## config.mk

```make
export PLATFORM = sky130hd
export DESIGN_NAME = mac_accumulator
export DESIGN_NICKNAME = d
export VERILOG_FILES = /design/src/rtl/mac_accumulator.sv
export SDC_FILE = /design/constraint.sdc
export NUM_CORES = 1
export LEC_CHECK = 0
export ABC_AREA = 0
export BUFFER_PORTS_ARGS = -buffer_cell sky130_fd_sc_hd__buf_2
export CAP_MARGIN = 15
export CORE_ASPECT_RATIO = 1.75
export CORE_MARGIN = 4
export CORE_UTILIZATION = 49
export DETAILED_ROUTE_END_ITERATION = 16
export GPL_TIMING_DRIVEN = 0
export PLACE_DENSITY_LB_ADDON = 0.08
export SETUP_SLACK_MARGIN = 0.5
export SYNTH_ARGS = -nofsm -noshare
export SYNTH_HDL_FRONTEND = slang
export SYNTH_SLANG_ARGS = --single-unit
```

## constraint.sdc

```tcl
create_clock -name clk -period 5.4 [get_ports clk]
set_clock_uncertainty 0.05 [all_clocks]
set_input_delay 0.54 -clock clk [delete_from_list [all_inputs] [get_ports clk]]
set_output_delay 0.54 -clock clk [all_outputs]
set_load 0.1 [all_outputs]
```

## src/rtl/mac_accumulator.sv

```systemverilog
// Multiply-accumulate stage: streams unsigned operand pairs through a two-stage
// pipeline around a combinational multiplier and emits one dot product per packet.

module multiplier #(
    parameter int WIDTH = 10
) (
    input  logic [WIDTH-1:0]   a,
    input  logic [WIDTH-1:0]   b,
    output logic [2*WIDTH-1:0] r
);
    logic [2*WIDTH-1:0] a_ext;

    assign a_ext = {{WIDTH{1'b0}}, a};

    // Shift-and-add array: row gi adds a<<gi when bit gi of b is set.
    genvar gi;
    generate
        for (gi = 0; gi < WIDTH; gi++) begin : g_row
            logic [2*WIDTH-1:0] row;
            logic [2*WIDTH-1:0] sum;
            assign row = b[gi] ? (a_ext << gi) : '0;
            if (gi == 0) begin : g_first
                assign sum = row;
            end else begin : g_rest
                assign sum = g_row[gi-1].sum + row;
            end
        end
    endgenerate

    assign r = g_row[WIDTH-1].sum;
endmodule

module mac_accumulator #(
    parameter int WIDTH = 10,
    parameter int LEN   = 16,
    localparam int ACC_W = 2*WIDTH + $clog2(LEN),
    localparam int CNT_W = $clog2(LEN+1)
) (
    input  logic             clk,
    input  logic             rst_n,
    input  logic             in_valid,
    output logic             in_ready,
    input  logic [WIDTH-1:0] in_a,
    input  logic [WIDTH-1:0] in_b,
    input  logic             in_last,
    output logic             out_valid,
    input  logic             out_ready,
    output logic [ACC_W-1:0] out_sum,
    output logic [CNT_W-1:0] out_count
);
    typedef enum logic [1:0] {ACCUM, FLUSH, HOLD} state_t;

    state_t               state_reg, state_next;
    logic                 in_ready_reg, in_ready_next;
    logic                 load_result, consume;

    logic [CNT_W-1:0]     cnt_reg;
    logic [CNT_W-1:0]     cnt_inc;
    logic                 accept, terminating;

    logic [WIDTH-1:0]     s1_a_reg, s1_b_reg;
    logic                 s1_valid_reg, s1_last_reg;
    logic [2*WIDTH-1:0]   product;
    logic [2*WIDTH-1:0]   s2_prod_reg;
    logic                 s2_valid_reg, s2_last_reg;

    logic [ACC_W-1:0]     acc_reg, acc_sum;
    logic [ACC_W-1:0]     out_sum_reg;
    logic [CNT_W-1:0]     out_count_reg;

    assign accept      = in_valid && in_ready_reg;
    assign cnt_inc     = cnt_reg + 1'b1;
    // A beat terminates on in_last or when it is the LEN-th beat; both together count once.
    assign terminating = in_last || (cnt_inc == CNT_W'(LEN));
    assign acc_sum     = acc_reg + ACC_W'(s2_prod_reg);

    multiplier #(WIDTH) u_mult (
        .a (s1_a_reg),
        .b (s1_b_reg),
        .r (product)
    );

    always_ff @(posedge clk or negedge rst_n) begin
        if (!rst_n) begin
            state_reg    <= ACCUM;
            in_ready_reg <= 1'b0;
        end else begin
            state_reg    <= state_next;
            in_ready_reg <= in_ready_next;
        end
    end

    always_comb begin
        state_next = state_reg;
        case (state_reg)
            ACCUM:   if (accept && terminating)        state_next = FLUSH;
            FLUSH:   if (s2_valid_reg && s2_last_reg)  state_next = HOLD;
            HOLD:    if (out_ready)                    state_next = ACCUM;
            default:                                   state_next = ACCUM;
        endcase
    end

    always_comb begin
        in_ready_next = (state_next == ACCUM);
        load_result   = (state_reg == FLUSH) && s2_valid_reg && s2_last_reg;
        consume       = (state_reg == HOLD) && out_ready;
    end

    always_ff @(posedge clk or negedge rst_n) begin
        if (!rst_n) begin
            s1_a_reg      <= '0;
            s1_b_reg      <= '0;
            s1_valid_reg  <= 1'b0;
            s1_last_reg   <= 1'b0;
            s2_prod_reg   <= '0;
            s2_valid_reg  <= 1'b0;
            s2_last_reg   <= 1'b0;
            cnt_reg       <= '0;
            acc_reg       <= '0;
            out_sum_reg   <= '0;
            out_count_reg <= '0;
        end else begin
            s1_valid_reg <= accept;
            s1_last_reg  <= accept && terminating;
            if (accept) begin
                s1_a_reg <= in_a;
                s1_b_reg <= in_b;
            end

            s2_valid_reg <= s1_valid_reg;
            s2_last_reg  <= s1_last_reg;
            if (s1_valid_reg) begin
                s2_prod_reg <= product;
            end

            if (consume) begin
                cnt_reg <= '0;
            end else if (accept) begin
                cnt_reg <= cnt_inc;
            end

            if (consume) begin
                acc_reg <= '0;
            end else if (s2_valid_reg) begin
                acc_reg <= acc_sum;
            end

            // The result register captures the sum including the terminating product.
            if (load_result) begin
                out_sum_reg   <= acc_sum;
                out_count_reg <= cnt_reg;
            end
        end
    end

    assign in_ready  = in_ready_reg;
    assign out_valid = (state_reg == HOLD);
    assign out_sum   = out_sum_reg;
    assign out_count = out_count_reg;
endmodule

```

==> results.tsv, run 1 <==
metric	value	unit
fin_crit	4.912	ns
drt_wl_total	19870	um
async_flop_share	100.0	%
worstReg2RegEnd	s2_prod_reg[13]	
crit_start	s1_b_reg[5]	
die_x	106.7	um
drc	0	
fin_cells	1210	
syn_area	0.008347	mm2
ys.flop_type	dfrtp_1	
hold_viol_final	0	
r2r_start	s1_b_reg[5]	
start_util	50.28	%
register_area	0.002629	mm2
cts_made_buffers	9	
ys_warn_count	0	
hold-worst-slack	0.1703	ns
status	finished, final reports clean	
ys_seq_elements	105	
avgViaCountPerCell	5.265	
endpoint	s2_prod_reg[13]	
reg2regPathDepth	16	
overflow	0	
relSlewSlack	45.27	%
synth_fp_nets	1050	
multi_input_area	0.005563	mm2
core	0.01660	mm2
dr.first_iter.drc_count	212	
fin_crit_sh	90.96	%
synth_enable_flop_cells	0	
gp_congestion	0.9018	
area.growth.synth_to_final	18.78	%
crit_required	5.59	ns
cp_data_arrival_time	5.10	ns
tritoncts	done	
hpwl	15650	um
root_buffer	clkbuf_16	
synth.distinct_cells	66	
io_pins	56	
drive_gt1_share	20.49	%
grt_pass1_wl	33210	um
end_kind	flop	
grt_pass1_vias	6770	
antenna_left	0	
clk_latency	0.36	ns
finalSetupViolCount	0	
placed_cells	1168	
syn_inst	888	
drv_cap	0	
cts.htree.levels	3	
grt_start_max_net_pins	54	
io_buffers	55	
rsz0062_at_grt	yes	
synth_top_area_cell	dfrtp_1	
hold_class	in2async	
fillCellCount	1564	
cp_max_fo	5	
cts.sinks	105	
clock_path_buffers	2	
yosys-top-cells-area	dfrtp_1 31%, fa_1 16%, ha_1 10%	
antenna_found_initial	0	
worst_pin_slew	0.8210	ns
yosys.area.top_type_share	31.48	%
first_pass_iters	4	
num_antenna_cells	0	
avgSynthCellArea	9.399	um2
worst-setup-path-type	reg2reg	
num_rows	62	
clk_pin_slew	0.08	ns
yosysSeqAreaShare	31.48	%
start_kind	flop	
fp.dieH	180.7	um
fin_nets	1143	
maxSlewViolCount	0	
routedWlPerCell	16.42	um
tns	0	ns
fmaxAchievable	203.6	MHz
groute.usage.overall	21.62	%
ff2ff_setup_slack	0.49	ns
dieArea	0.01927	mm2
vias	6371	
==> worst min path at each step <==
stage	slack, ns	startpoint	end
after detailed placement	0.29	s1_last_reg	s2_last_reg
after CTS	0.20	rst_n	out_sum[20]
after floorplan	0.19	rst_n	acc_reg[0]
after global placement	0.29	s1_last_reg	s2_last_reg
final	0.17	rst_n	out_sum[20]
after global routing	0.23	rst_n	out_sum[20]
==> cell usage after synthesis, types with 5 or more instances <==
master	n
a21oi_2	5
a31oi_1	5
inv_1	71
mux2_2	18
ha_1	70
and2_1	56
buf_1	6
fa_1	67
xnor2_1	25
nand2_1	177
o21ai_1	7
o21ai_0	29
nand3_1	17
a21oi_1	38
mux2i_1	7
a21o_1	10
nor2_1	40
nor3_1	9
dfrtp_1	105
xor2_1	8
clkbuf_1	33
nand4_1	8
==> cell families (layout without fill, tap and decap cells) <==
kind of cell,after synthesis,after routing,share of synthesized area [%]
AOI/OAI and AO/OA,139,139,11.53
muxes,25,25,3.268
xor gates and xnor gates,33,33,3.463
DFF,105,105,31.48
and+or+nand+nor,334,334,18.39
buffers and inverters,115,213,5.306
adders and majority gates,137,137,26.56
==> per-stage QoR <==
step / cell area, um2 / util (%) / setup WS (ns)
4_1_cts: 9746 / 58.71 / 0.4784
2_1_floorplan: 8347 / - / 0.5294
3_5_place_dp: 8932 / 53.81 / -0.1005
6_report: 9915 / 59.72 / 0.4883
3_3_place_gp: 8902 / 53.63 / 0.01830
5_1_grt: 9915 / 59.72 / 0.3830
==> critical path, cell delays in order (launching register included) <==
cell	delay [ns]
dfrtp_2	0.47
buf_8	0.15
and2_4	0.14
fa_1	0.51
fa_1	0.57
fa_1	0.44
fa_1	0.51
ha_4	0.30
ha_4	0.19
a21o_1	0.20
a21oi_4	0.19
a21oi_4	0.10
buf_6	0.13
or3_4	0.37
a21oi_2	0.14
xnor2_1	0.08
mux2_4	0.25
==> metal layers <==
layer  vias up  wire length, um  GRT usage, %
li1       3122                -             -
met1      3101             7464         23.08
met2       105            11260         42.07
met3        43              447         2.402
met4         0              705         8.551
met5         -                0             0
==> cells in the final DEF, fill, tap and decap left out, types with 25 or more instances in the layout <==
master,n
nand2_1,175
dfrtp_1,104
inv_1,71
fa_1,59
ha_1,56
buf_2,55
and2_1,53
nor2_1,40
a21oi_1,35
o21ai_0,27
buf_4,25
xnor2_1,25
==> final cells by class <==
type	instances	area share, %
tap	224	2.827
multi-input combinational	668	56.11
clock buffer	10	2.309
timing repair buffer	82	5.237
clock inverter	6	0.9213
inverter	74	2.802
sequential	105	26.51
buffer	41	3.281
==> what timing repair did <==
action	4_1_cts	5_1_grt
setup buffers	14	11
hold buffers	0	0
hold endpoints to repair	0	0
resized for setup	84	31
pin swaps	33	29
endpoints found under the setup margin	7	7
gates cloned	1	0
Power of run 1 is not shown: default switching activity piles up to over one toggle a cycle in this logic, so the estimate is an artifact.
==> inputs of run 2 (changes only) <==
--- a/config.mk
+++ b/config.mk
@@ -10,10 +10,12 @@
 export CAP_MARGIN = 15
 export CORE_ASPECT_RATIO = 1.75
 export CORE_MARGIN = 4
-export CORE_UTILIZATION = 49
+export CORE_UTILIZATION = 62
+export CTS_BUF_LIST = sky130_fd_sc_hd__clkbuf_16
 export DETAILED_ROUTE_END_ITERATION = 16
 export GPL_TIMING_DRIVEN = 0
 export PLACE_DENSITY_LB_ADDON = 0.08
+export RECOVER_POWER = 100
 export SETUP_SLACK_MARGIN = 0.5
 export SYNTH_ARGS = -nofsm -noshare
 export SYNTH_HDL_FRONTEND = slang
==> run 2 against run 1 <==
- the run now ends with max-capacitance violations, max-slew violations left
- fmax shrank 2.2%
- first-iteration DRC count increased by 35%
- critical path depth is 4 higher
- global-route usage is 7.0 points higher
- via count up 5.2%
- critical path type unchanged
- routed wire length rose by 8.4%
- flip-flop and latch count did not move
==> results.tsv, run 2 (synthesis results as in run 1) <==
metric	value	unit
critical-path-top-delay-family	adder cells	
vias	6700	
cts.htree.levels	3	
worstReg2RegEnd	s2_prod_reg[18]	
grt_pass1_vias	7185	
maxSlewViolCount	48	
num_rows	55	
crit_required	5.59	ns
drive_gt1_share	16.95	%
gp_congestion	0.8701	
worst_path_max_delay_cell	fa_1	
io_pins	56	
clock_path_buffers	2	
cp_data_arrival_time	5.21	ns
clk_latency	0.35	ns
worst_pin_slew	2.725	ns
hpwl	15560	um
hold_path_end	s2_last_reg	
fp.dieH	161.5	um
start_util	63.84	%
dieArea	0.01546	mm2
root_buffer	clkbuf_16	
violations	max-capacitance violations, max-slew violations	
hold-worst-slack	0.3095	ns
fin_cells	1168	
relSlewSlack	-81.67	%
cts_made_buffers	9	
status	finished, violations left	
fin_crit_sh	93.00	%
worstPathCellList	clkbuf_1, clkbuf_1, nand2_1, fa_1, inv_1, fa_1, inv_1, fa_1, inv_1, ha_1, ha_4, ha_4, fa_1, a21oi_2, o21ai_2, nand2_2, o2bb2ai_4, o21ai_4, a21o_1, a311o_1	
ff2ff_setup_slack	0.38	ns
drt_wl_total	21540	um
overflow	0	
core	0.01308	mm2
drv_cap	1	
tns	0	ns
area.growth.synth_to_final	17.72	%
groute.usage.overall	28.64	%
fillCellCount	956	
cp_max_fo	5	
finalSetupViolCount	0	
routedWlPerCell	18.44	um
hold_start	s1_last_reg	
hold_class	reg2reg	
rsz0062_at_grt	yes	
grt_pass1_wl	34600	um
clk_pin_slew	0.08	ns
antenna_found_initial	0	
reg2regPathDepth	20	
end_kind	flop	
die_x	95.71	um
crit_path_max_incr_delay	0.53	ns
tritoncts	done	
antenna_left	0	
fmaxAchievable	199.1	MHz
path_common_cell	fa_1	
layout_common_cells	175 x nand2_1, 103 x dfrtp_1, 69 x inv_1	
fin_crit	5.022	ns
crit_buf_inv	5	
crit_start	s1_b_reg[2]	
drc	0	
avgViaCountPerCell	5.736	
worst-setup-path-type	reg2reg	
fin_nets	1154	
start_kind	flop	
io_buffers	55	
num_antenna_cells	0	
r2r_start	s1_b_reg[2]	
dr.first_iter.drc_count	287	
final_common_cell	nand2_1	
min_path_cells	0	
cts_hold_buf	0	
grt_start_max_net_pins	59	
placed_cells	1115	
cts.sinks	105	
first_pass_iters	5	
hold_viol_final	0	
-- run 2: per-stage QoR --
step | setup slack [ns] | area (um2) | util, %
floorplan | 0.5294 | 8347 | -
global placement | 0.08471 | 8836 | 67.58
detailed placement | 0.01177 | 8866 | 67.81
CTS | 0.4990 | 9682 | 74.05
global route | 0.1800 | 9826 | 75.15
finish | 0.3780 | 9826 | 75.15
-- run 2: layout make-up --
cell class                 count  area [um2]  area share [%]
sequential                   105        2630           26.77
inverter                      74       277.8           2.827
clock buffer                   9       225.2           2.292
timing repair buffer          93       561.8           5.718
multi-input combinational    668        5545           56.44
tap                          171       214.0           2.178
buffer                        41       315.3           3.209
clock inverter                 7       56.30          0.5730
-- run 2: worst max-delay path by stage --
stage | cells past startpoint | slack, ns | to
after floorplan | 15 | 0.53 | s2_prod_reg[18]
after global placement | 16 | 0.08 | s2_prod_reg[18]
after detailed placement | 15 | 0.01 | s2_prod_reg[18]
after CTS | 18 | 0.50 | s2_prod_reg[18]
after global routing | 20 | 0.18 | s2_prod_reg[18]
final | 20 | 0.38 | s2_prod_reg[18]
-- run 2: repair_timing --
action,in CTS,in global routing
cloned,1,1
pin swaps,35,39
endpoints found under the hold margin,0,0
gates resized for setup,85,40
buffers inserted,18,17
endpoints found under the setup margin,7,7
-- run 2: layer usage --
layer,track usage [%],vias up,routed length (um)
met5,0,-,0
met4,15.48,0,1245
met3,3.308,79,677
met2,52.71,197,11910
met1,30.80,3276,7704
li1,-,3148,-
Power of run 2 is left out for the same reason.
